## src/rtl/riscpkg.sv

```systemverilog
// Shared definitions for the fetch front end: default widths, reset vector
// and the fetch controller state encoding.
package riscpkg;

    localparam int PROG_CTR_WID_DEF = 10;
    localparam int INSTR_WID        = 16;
    localparam int RESET_VEC_DEF    = 0;

    typedef enum logic [1:0] {
        IDLE  = 2'd0,
        LOAD  = 2'd1,
        FETCH = 2'd2
    } fetch_state_e;

endpackage

```

## src/rtl/instr_fetch_ctrl.sv

```systemverilog
// Program counter and instruction-memory sequencer; the memory port is shared
// between the program loader (LOAD) and instruction fetch (FETCH).
module instr_fetch_ctrl
    import riscpkg::*;
#(
    parameter int                    PROG_CTR_WID = PROG_CTR_WID_DEF,
    parameter logic [PROG_CTR_WID-1:0] RESET_VEC  = PROG_CTR_WID'(RESET_VEC_DEF)
) (
    input  logic                    clk,
    input  logic                    reset,
    input  logic                    run,
    input  logic                    stall,
    input  logic                    branch_taken,
    input  logic [PROG_CTR_WID-1:0] branch_target,
    input  logic                    ld_req,
    input  logic [PROG_CTR_WID-1:0] ld_addr,
    input  logic [INSTR_WID-1:0]    ld_data,
    output logic                    ld_gnt,
    output logic [PROG_CTR_WID-1:0] mem_addr,
    output logic                    mem_we,
    output logic [INSTR_WID-1:0]    mem_wdata,
    input  logic [INSTR_WID-1:0]    mem_rdata,
    output logic [INSTR_WID-1:0]    instr_out,
    output logic                    instr_valid,
    output logic [PROG_CTR_WID-1:0] instr_pc
);

    fetch_state_e              state_q, state_d;
    logic [PROG_CTR_WID-1:0]   fetch_pc_q, fetch_pc_d;
    logic [PROG_CTR_WID-1:0]   instr_pc_q, instr_pc_d;
    logic                      instr_valid_q, instr_valid_d;
    logic [PROG_CTR_WID-1:0]   fetch_addr_s;

    // Fetch address: branch beats stall; a stalled live word is re-read so
    // the registered memory output holds it stable for decode.
    always_comb begin
        if (branch_taken) begin
            fetch_addr_s = branch_target;
        end else if (stall && instr_valid_q) begin
            fetch_addr_s = instr_pc_q;
        end else begin
            fetch_addr_s = fetch_pc_q;
        end
    end

    // Next-state, next-PC and memory-port steering.
    always_comb begin
        state_d       = state_q;
        fetch_pc_d    = fetch_pc_q;
        instr_pc_d    = instr_pc_q;
        instr_valid_d = 1'b0;
        mem_addr      = fetch_pc_q;
        mem_we        = 1'b0;
        mem_wdata     = {INSTR_WID{1'b0}};
        ld_gnt        = 1'b0;
        case (state_q)
            IDLE: begin
                if (ld_req) begin
                    state_d = LOAD;
                end else if (run) begin
                    state_d = FETCH;
                end else begin
                    state_d = IDLE;
                end
            end
            LOAD: begin
                ld_gnt    = 1'b1;
                mem_addr  = ld_addr;
                mem_wdata = ld_data;
                mem_we    = ld_req;
                if (!ld_req) begin
                    state_d    = IDLE;
                    fetch_pc_d = RESET_VEC;
                end else begin
                    state_d = LOAD;
                end
            end
            FETCH: begin
                mem_addr = fetch_addr_s;
                if (run) begin
                    instr_pc_d    = fetch_addr_s;
                    instr_valid_d = 1'b1;
                    if (!stall || branch_taken) begin
                        fetch_pc_d = fetch_addr_s + PROG_CTR_WID'(1);
                    end else begin
                        fetch_pc_d = fetch_pc_q;
                    end
                end else begin
                    // Leaving FETCH keeps fetch_pc so re-entry resumes in place.
                    state_d = IDLE;
                end
            end
            default: begin
                state_d = IDLE;
            end
        endcase
    end

    // State, program counters and valid flag.
    always_ff @(posedge clk or posedge reset) begin
        if (reset) begin
            state_q       <= IDLE;
            fetch_pc_q    <= RESET_VEC;
            instr_pc_q    <= RESET_VEC;
            instr_valid_q <= 1'b0;
        end else begin
            state_q       <= state_d;
            fetch_pc_q    <= fetch_pc_d;
            instr_pc_q    <= instr_pc_d;
            instr_valid_q <= instr_valid_d;
        end
    end

    assign instr_out   = mem_rdata;
    assign instr_valid = instr_valid_q;
    assign instr_pc    = instr_pc_q;

endmodule

```

## config.mk

```make
export PLATFORM = sky130hd
export DESIGN_NAME = instr_fetch_ctrl
export DESIGN_NICKNAME = d
export VERILOG_FILES = /design/src/rtl/riscpkg.sv /design/src/rtl/instr_fetch_ctrl.sv
export SDC_FILE = /design/constraint.sdc
export NUM_CORES = 1
export LEC_CHECK = 0
export CORE_MARGIN = 3
export CORE_UTILIZATION = 37
export DETAILED_ROUTE_END_ITERATION = 10
export PLACE_DENSITY = 0.81
export SETUP_SLACK_MARGIN = 0.02
export SYNTH_ARGS = -nofsm -noshare
export SYNTH_HDL_FRONTEND = slang
export SYNTH_SLANG_ARGS = --single-unit
```

## constraint.sdc

```tcl
create_clock -name clk -period 2.2 [get_ports clk]
set_input_delay 0.44 -clock clk [delete_from_list [all_inputs] [get_ports clk]]
set_output_delay 0.44 -clock clk [all_outputs]
set_load 0.005 [all_outputs]
```

==> results_dict.tcl, run 1 <==
set metrics [dict create \
    status "finished, final reports clean" \
    avgViaCountPerCell 5.34 \
    p_int_mw 1.18 \
    path_clk_slew_ns 0.08 \
    yosys_warnings 0 \
    areaGrowthSynthToFinish_pct 65.0 \
    place_ws_ns -0.563 \
    hpwlAfterDp_um 4140 \
    chipWidth_um 75.1 \
    grt_antenna_before_repair 0 \
    critPathLaunchType "register" \
    crit_type "reg2out" \
    pwr-share-clk 0.152 \
    path_depth 7 \
    reg2reg_setup_slack_ns 0.14 \
    numCtsBuffers 3 \
    ys_seq_area_frac 0.326 \
    endpoint "mem_addr[4]" \
    instances_no_fill 354 \
    floorplan.initialDensity 0.395 \
    cts_root_buffer "clkbuf_8" \
    maxCapViolations 0 \
    drive_gt1_frac 0.288 \
    drt_iter0_drc 134 \
    cts_hold_buf 0 \
    ir_worst_vdd_v 0.000378 \
    setup_viol 0 \
    slew_headroom 0.724 \
    timing.fmax_mhz 469 \
    synth_seq_cells 23 \
    finalHoldViolations 0 \
    clockBufferDepth 2 \
    slew_viol_final 0 \
    synthArstFlopShare 1.00 \
    worstPathRequired_ns 1.76 \
    layout_setup_ws_ns 0.0678 \
    p_seq_frac 0.338 \
    p_sw_frac 0.327 \
    cpMaxStageDelayCell "dfrtp_1" \
    grt_pass1_vias 1903 \
    clock_sinks 23 \
    critPathMaxFanout 8 \
    io_pins 113 \
    tightest_slew_ns 0.412 \
    final_nets 365 \
    via_count 1890 \
    diodes 0 \
    wl_per_cell_um 16.7 \
    cp_cell_sequence "buf_6, buf_4, a211o_1, o311a_1, a22oi_1, a21oi_1, buf_2" \
    syn-num-nets 265 \
    drc 0 \
    r2r_start "instr_valid" \
    clock_latency_ns 0.27 \
    drt-total-wl_um 5920 \
    min_period_ns 2.13 \
    max_stage_delay_ns 0.42 \
    synth-main-ff-cell "dfrtp_1" \
    skew_ns 0.00160 \
    reg2reg_depth 9 \
    synth_edf_count 0 \
    rsz0062_at_grt "true" \
    cts_tree "done" \
    coreArea_um2 4470 \
    synth_area_um2 1770 \
    powerDensity_nw_per_um2 605 \
    die_area_um2 5640 \
    gp_congestion 0.868 \
    startpoint "instr_valid" \
    period_share 0.969 \
    dp_cells 337 \
    critPathTopFamily "compound AO/OA/AOI/OAI gates" \
    cp_num_buf_inv 3 \
    p_leak_nw 1.32 \
    grt_pass1_wl_um 9360 \
    drtPass1Iterations 5 \
    rows 24 \
    cts_max_level 1 \
    synth_cells 203 \
    rr_endpoint "fetch_pc_q[8]" \
    cp.arrival_ns 1.69 \
    p_comb_frac 0.510 \
    grt_util_all_layers 0.215 \
    hp-class "in2async" \
    die_y_um 75.1 \
    switchingPower_uw 576 \
    end_kind "primary output" \
    port_buffers 80 \
    avgSynthCellArea_um2 8.70 \
    ant_nets 0 \
    ys_types 34 \
    overflow 0 \
    grt_max_degree 24 \
]
## placed cells by master (no fill, tap or decap), types with 4 or more instances in the layout
cell / n
a21oi_1: 11
a22oi_1: 8
a311o_1: 4
and2_1: 17
and2_4: 5
and4b_1: 5
buf_2: 9
buf_4: 34
clkdlybuf4s50_1: 65
dfrtp_1: 23
mux2_2: 8
nand2_1: 20
nand2b_1: 4
nor2_1: 10
o21ai_0: 4
o21ai_1: 10
xor2_1: 5
## synth_stat cells, types with 5 or more instances
library cell | number | area share
a21oi_1 | 11 | 0.031
a22oi_1 | 10 | 0.043
and2_1 | 21 | 0.074
and4b_1 | 5 | 0.028
buf_4 | 17 | 0.072
clkbuf_1 | 8 | 0.017
dfrtp_1 | 23 | 0.33
inv_1 | 5 | 0.011
mux2_2 | 8 | 0.051
nand2_1 | 21 | 0.045
nor2_1 | 10 | 0.021
o21ai_1 | 11 | 0.031
xor2_1 | 5 | 0.025
## layout make-up
cell class	instances	area (um^2)
fill	383	1560
sequential	23	576
tap	52	65.1
clock buffer	3	41.3
timing repair buffer	122	1140
inverter	7	28.8
multi-input combinational	146	1050
clock inverter	1	5.00
## metrics by stage
step            util  hold slack (ns)  power (mW)  cell area (um^2)  TNS [ns]
4_1_cts        0.641            0.518        1.75              2870         0
3_5_place_dp   0.607            0.505        1.49              2720     -6.99
2_1_floorplan      -            0.442       0.949              1770         0
6_report       0.651            0.501        1.76              2910         0
5_1_grt        0.651            0.537        1.88              2910   -0.0248
3_3_place_gp   0.607            0.505        1.47              2720     -6.25
## worst min-delay path: stages
cell and delay, ns:
clkdlybuf4s50_1 0.39, inv_1 0.05, buf_4 0.29
## registers in the layout (all words and copies together), names as in the netlist
| register | flops |
|---|---|
| fetch_pc_q | 10 |
| state_q | 2 |
| instr_pc | 10 |
| instr_valid | 1 |
## power groups by stage
stage	combinational [mW]	sequential [mW]	clock (mW)
floorplan	0.362	0.587	0
global placement	0.877	0.595	0
detailed placement	0.894	0.599	0
CTS	0.885	0.593	0.270
global route	0.976	0.609	0.292
finish	0.899	0.595	0.267
## cell families (layout without fill, tap and decap cells)
| kind of cell | Yosys count | count (layout) | synth area share |
|---|---|---|---|
| AND/OR/NAND/NOR | 73 | 74 | 0.231 |
| AO/OA/AOI/OAI | 50 | 50 | 0.196 |
| buffers and inverters | 35 | 133 | 0.116 |
| flip-flops | 23 | 23 | 0.326 |
| multiplexers | 10 | 10 | 0.0624 |
| XOR/XNOR | 8 | 8 | 0.0397 |
| adder cells (fa/ha/maj) | 4 | 4 | 0.0283 |
## layer usage
layer,part of all wire,track usage
met5,0,0
met1,0.41,0.285
met4,0.031,0.0909
met2,0.49,0.348
met3,0.068,0.0307
## worst min-delay path by stage
stage,startpoint,endpoint,slack [ns],cells after the start
2_1_floorplan,reset,fetch_pc_q[0],0.44,1
3_3_place_gp,instr_pc[6],instr_pc[6],0.50,2
3_5_place_dp,fetch_pc_q[2],fetch_pc_q[2],0.51,2
4_1_cts,reset,instr_pc[9],0.52,3
5_1_grt,reset,instr_pc[3],0.54,3
6_report,reset,instr_pc[9],0.50,3
## what timing repair did
action,4_1_cts,5_1_grt
gates resized for setup,50,20
gates cloned,3,0
pin swaps,22,23
endpoints found under the hold margin,0,0
buffers inserted,8,2
endpoints found under the setup margin,29,28
Note: power is estimated with default switching activity, not from simulation.
==> run 2, diff against run 1 <==
- CTS_CLUSTER_SIZE: unset -> 40
==> results of run 2 <==
No change in the layout: final DEF, timing and power equal those of run 1.
==> run 3, diff against run 2 <==
- CORE_MARGIN: 3 -> 2
==> results_dict.tcl, run 3 (same netlist as run 1, synthesis figures left out) <==
set metrics [dict create \
    status "finished, violations left" \
    violations "setup timing" \
    ir_worst_vdd_v 0.000503 \
    layout_commonest_cell "clkdlybuf4s50_1" \
    multi_input_area_um2 1060 \
    fin_util 0.634 \
    grt_antenna_before_repair 0 \
    hold_ws_ns 0.501 \
    fin_area_um2 2960 \
    end_kind "primary output" \
    die_y_um 73.1 \
    p_leak_nw 1.46 \
    final_cell_mix "clkdlybuf4s50_1, buf_4, dfrtp_1, nand2_1, and2_1" \
    overflow 0 \
    io_pins 113 \
    max_stage_delay_ns 0.49 \
    cp.arrival_ns 1.76 \
    hp-class "in2async" \
    drt-total-wl_um 5540 \
    drive_gt1_frac 0.286 \
    numCtsBuffers 3 \
    totalPowerFinal_mw 1.79 \
    rr_endpoint "fetch_pc_q[7]" \
    period_share 1.00 \
    rsz0062_at_grt "true" \
    layout_setup_ws_ns -0.00471 \
    min_period_ns 2.20 \
    p_comb_frac 0.513 \
    pwr-share-clk 0.154 \
    p_sw_frac 0.326 \
    critPathMaxFanout 9 \
    r2r_start "instr_valid" \
    timing.fmax_mhz 454 \
    wl_per_cell_um 15.6 \
    via_count 1881 \
    slew_headroom 0.773 \
    final_nets 364 \
    drt_iter0_drc 99 \
    cpMaxStageDelayCell "dfrtp_2" \
    fin_tns_setup_ns -0.00471 \
    drc 0 \
    grt_pass1_vias 1907 \
    dp_cells 333 \
    hpwlAfterDp_um 3840 \
    diodes 0 \
    cts_max_level 1 \
    coreArea_um2 4660 \
    powerDensity_nw_per_um2 606 \
    switchingPower_uw 584 \
    reg2reg_setup_slack_ns 0.11 \
    port_buffers 80 \
    ant_nets 0 \
    clockBufferDepth 2 \
    setup_viol 1 \
    skew_ns 0.00628 \
    seq_area_um2 577 \
    cp_cell_sequence "nand2_8, mux2i_2, o21ai_2, a22oi_1, a21oi_1, dlygate4sd2_1" \
    crit_type "reg2out" \
    rows 25 \
    avgViaCountPerCell 5.30 \
    die_area_um2 5340 \
    grt_pass1_wl_um 9070 \
    dpl_cell_area_um2 2660 \
    clock_sinks 23 \
    floorplan.initialDensity 0.379 \
    drtPass1Iterations 4 \
    areaGrowthSynthToFinish_pct 67.5 \
    clock_latency_ns 0.27 \
    slew_viol_final 0 \
    cts_tree "done" \
    reg2reg_depth 12 \
    p_seq_frac 0.333 \
    grt_max_degree 24 \
    maxCapViolations 0 \
    critPathLaunchType "register" \
    p_int_mw 1.21 \
    chipWidth_um 73.1 \
    place_ws_ns -0.530 \
    cts_root_buffer "clkbuf_8" \
    nFillCells 369 \
    gp_congestion 0.898 \
    path_clk_slew_ns 0.09 \
    worstPathRequired_ns 1.76 \
    instances_no_fill 355 \
    finalHoldViolations 0 \
    tightest_slew_ns 0.340 \
    grt_util_all_layers 0.213 \
]
-- run 3: cell types whose count changed in the layout (fill, tap and decap cells not counted), moves of 2 or more --
| cell | change |
|---|---|
| clkdlybuf4s50_1 | -10 |
| buf_6 | +8 |
| buf_2 | -3 |
| dlymetal6s2s_1 | +9 |
| dlygate4sd2_1 | +3 |
| clkbuf_2 | +2 |
| and2_4 | -2 |
| buf_4 | -7 |
| and2_1 | +2 |
-- run 3: how the worst max path moves through the flow --
stage                 start           to  cells past startpoint
6_report        instr_valid  mem_addr[8]                      6
2_1_floorplan         stall  mem_addr[5]                      7
3_3_place_gp   branch_taken  mem_addr[0]                      7
4_1_cts         instr_valid  mem_addr[4]                      7
5_1_grt         instr_valid  mem_addr[8]                      6
3_5_place_dp   branch_taken  mem_addr[6]                      7
-- run 3: worst max-delay path: cells and delay by family, from the launching register on --
kind / cells / cell delay (ns)
mux: 1 / 0.27
simple gates: 1 / 0.14
compound gates: 3 / 0.31
flops: 1 / 0.49
buf+inv: 1 / 0.27
-- run 3: power by group through the flow --
stage,Clock [mW],Sequential (mW),Combinational (mW)
2_1_floorplan,0,0.587,0.362
3_3_place_gp,0,0.596,0.872
3_5_place_dp,0,0.597,0.887
4_1_cts,0.280,0.592,0.915
5_1_grt,0.301,0.611,1.00
6_report,0.275,0.597,0.919
-- run 3: area by class of cell --
type	instances	area share
Multi-Input combinational cell	145	0.360
Sequential cell	23	0.195
Tap cell	54	0.0229
Clock buffer	3	0.0140
Timing Repair Buffer	122	0.398
Inverter	7	0.00889
Clock inverter	1	0.00169
-- run 3: routing by layer --
layer,global-route usage,wire length [um],vias to the layer above
met3,0.0331,359,13
met4,0.0576,121,0
met5,0,0,-
met1,0.287,2300,897
met2,0.355,2750,72
li1,-,-,899
-- run 3: what timing repair did --
action                                  in CTS  in global routing
pin swaps                                   17                 20
cloned                                       2                  0
setup buffers                               11                  6
endpoints found under the setup margin      29                 23
resized for setup                           52                 29
hold buffers                                 0                  0
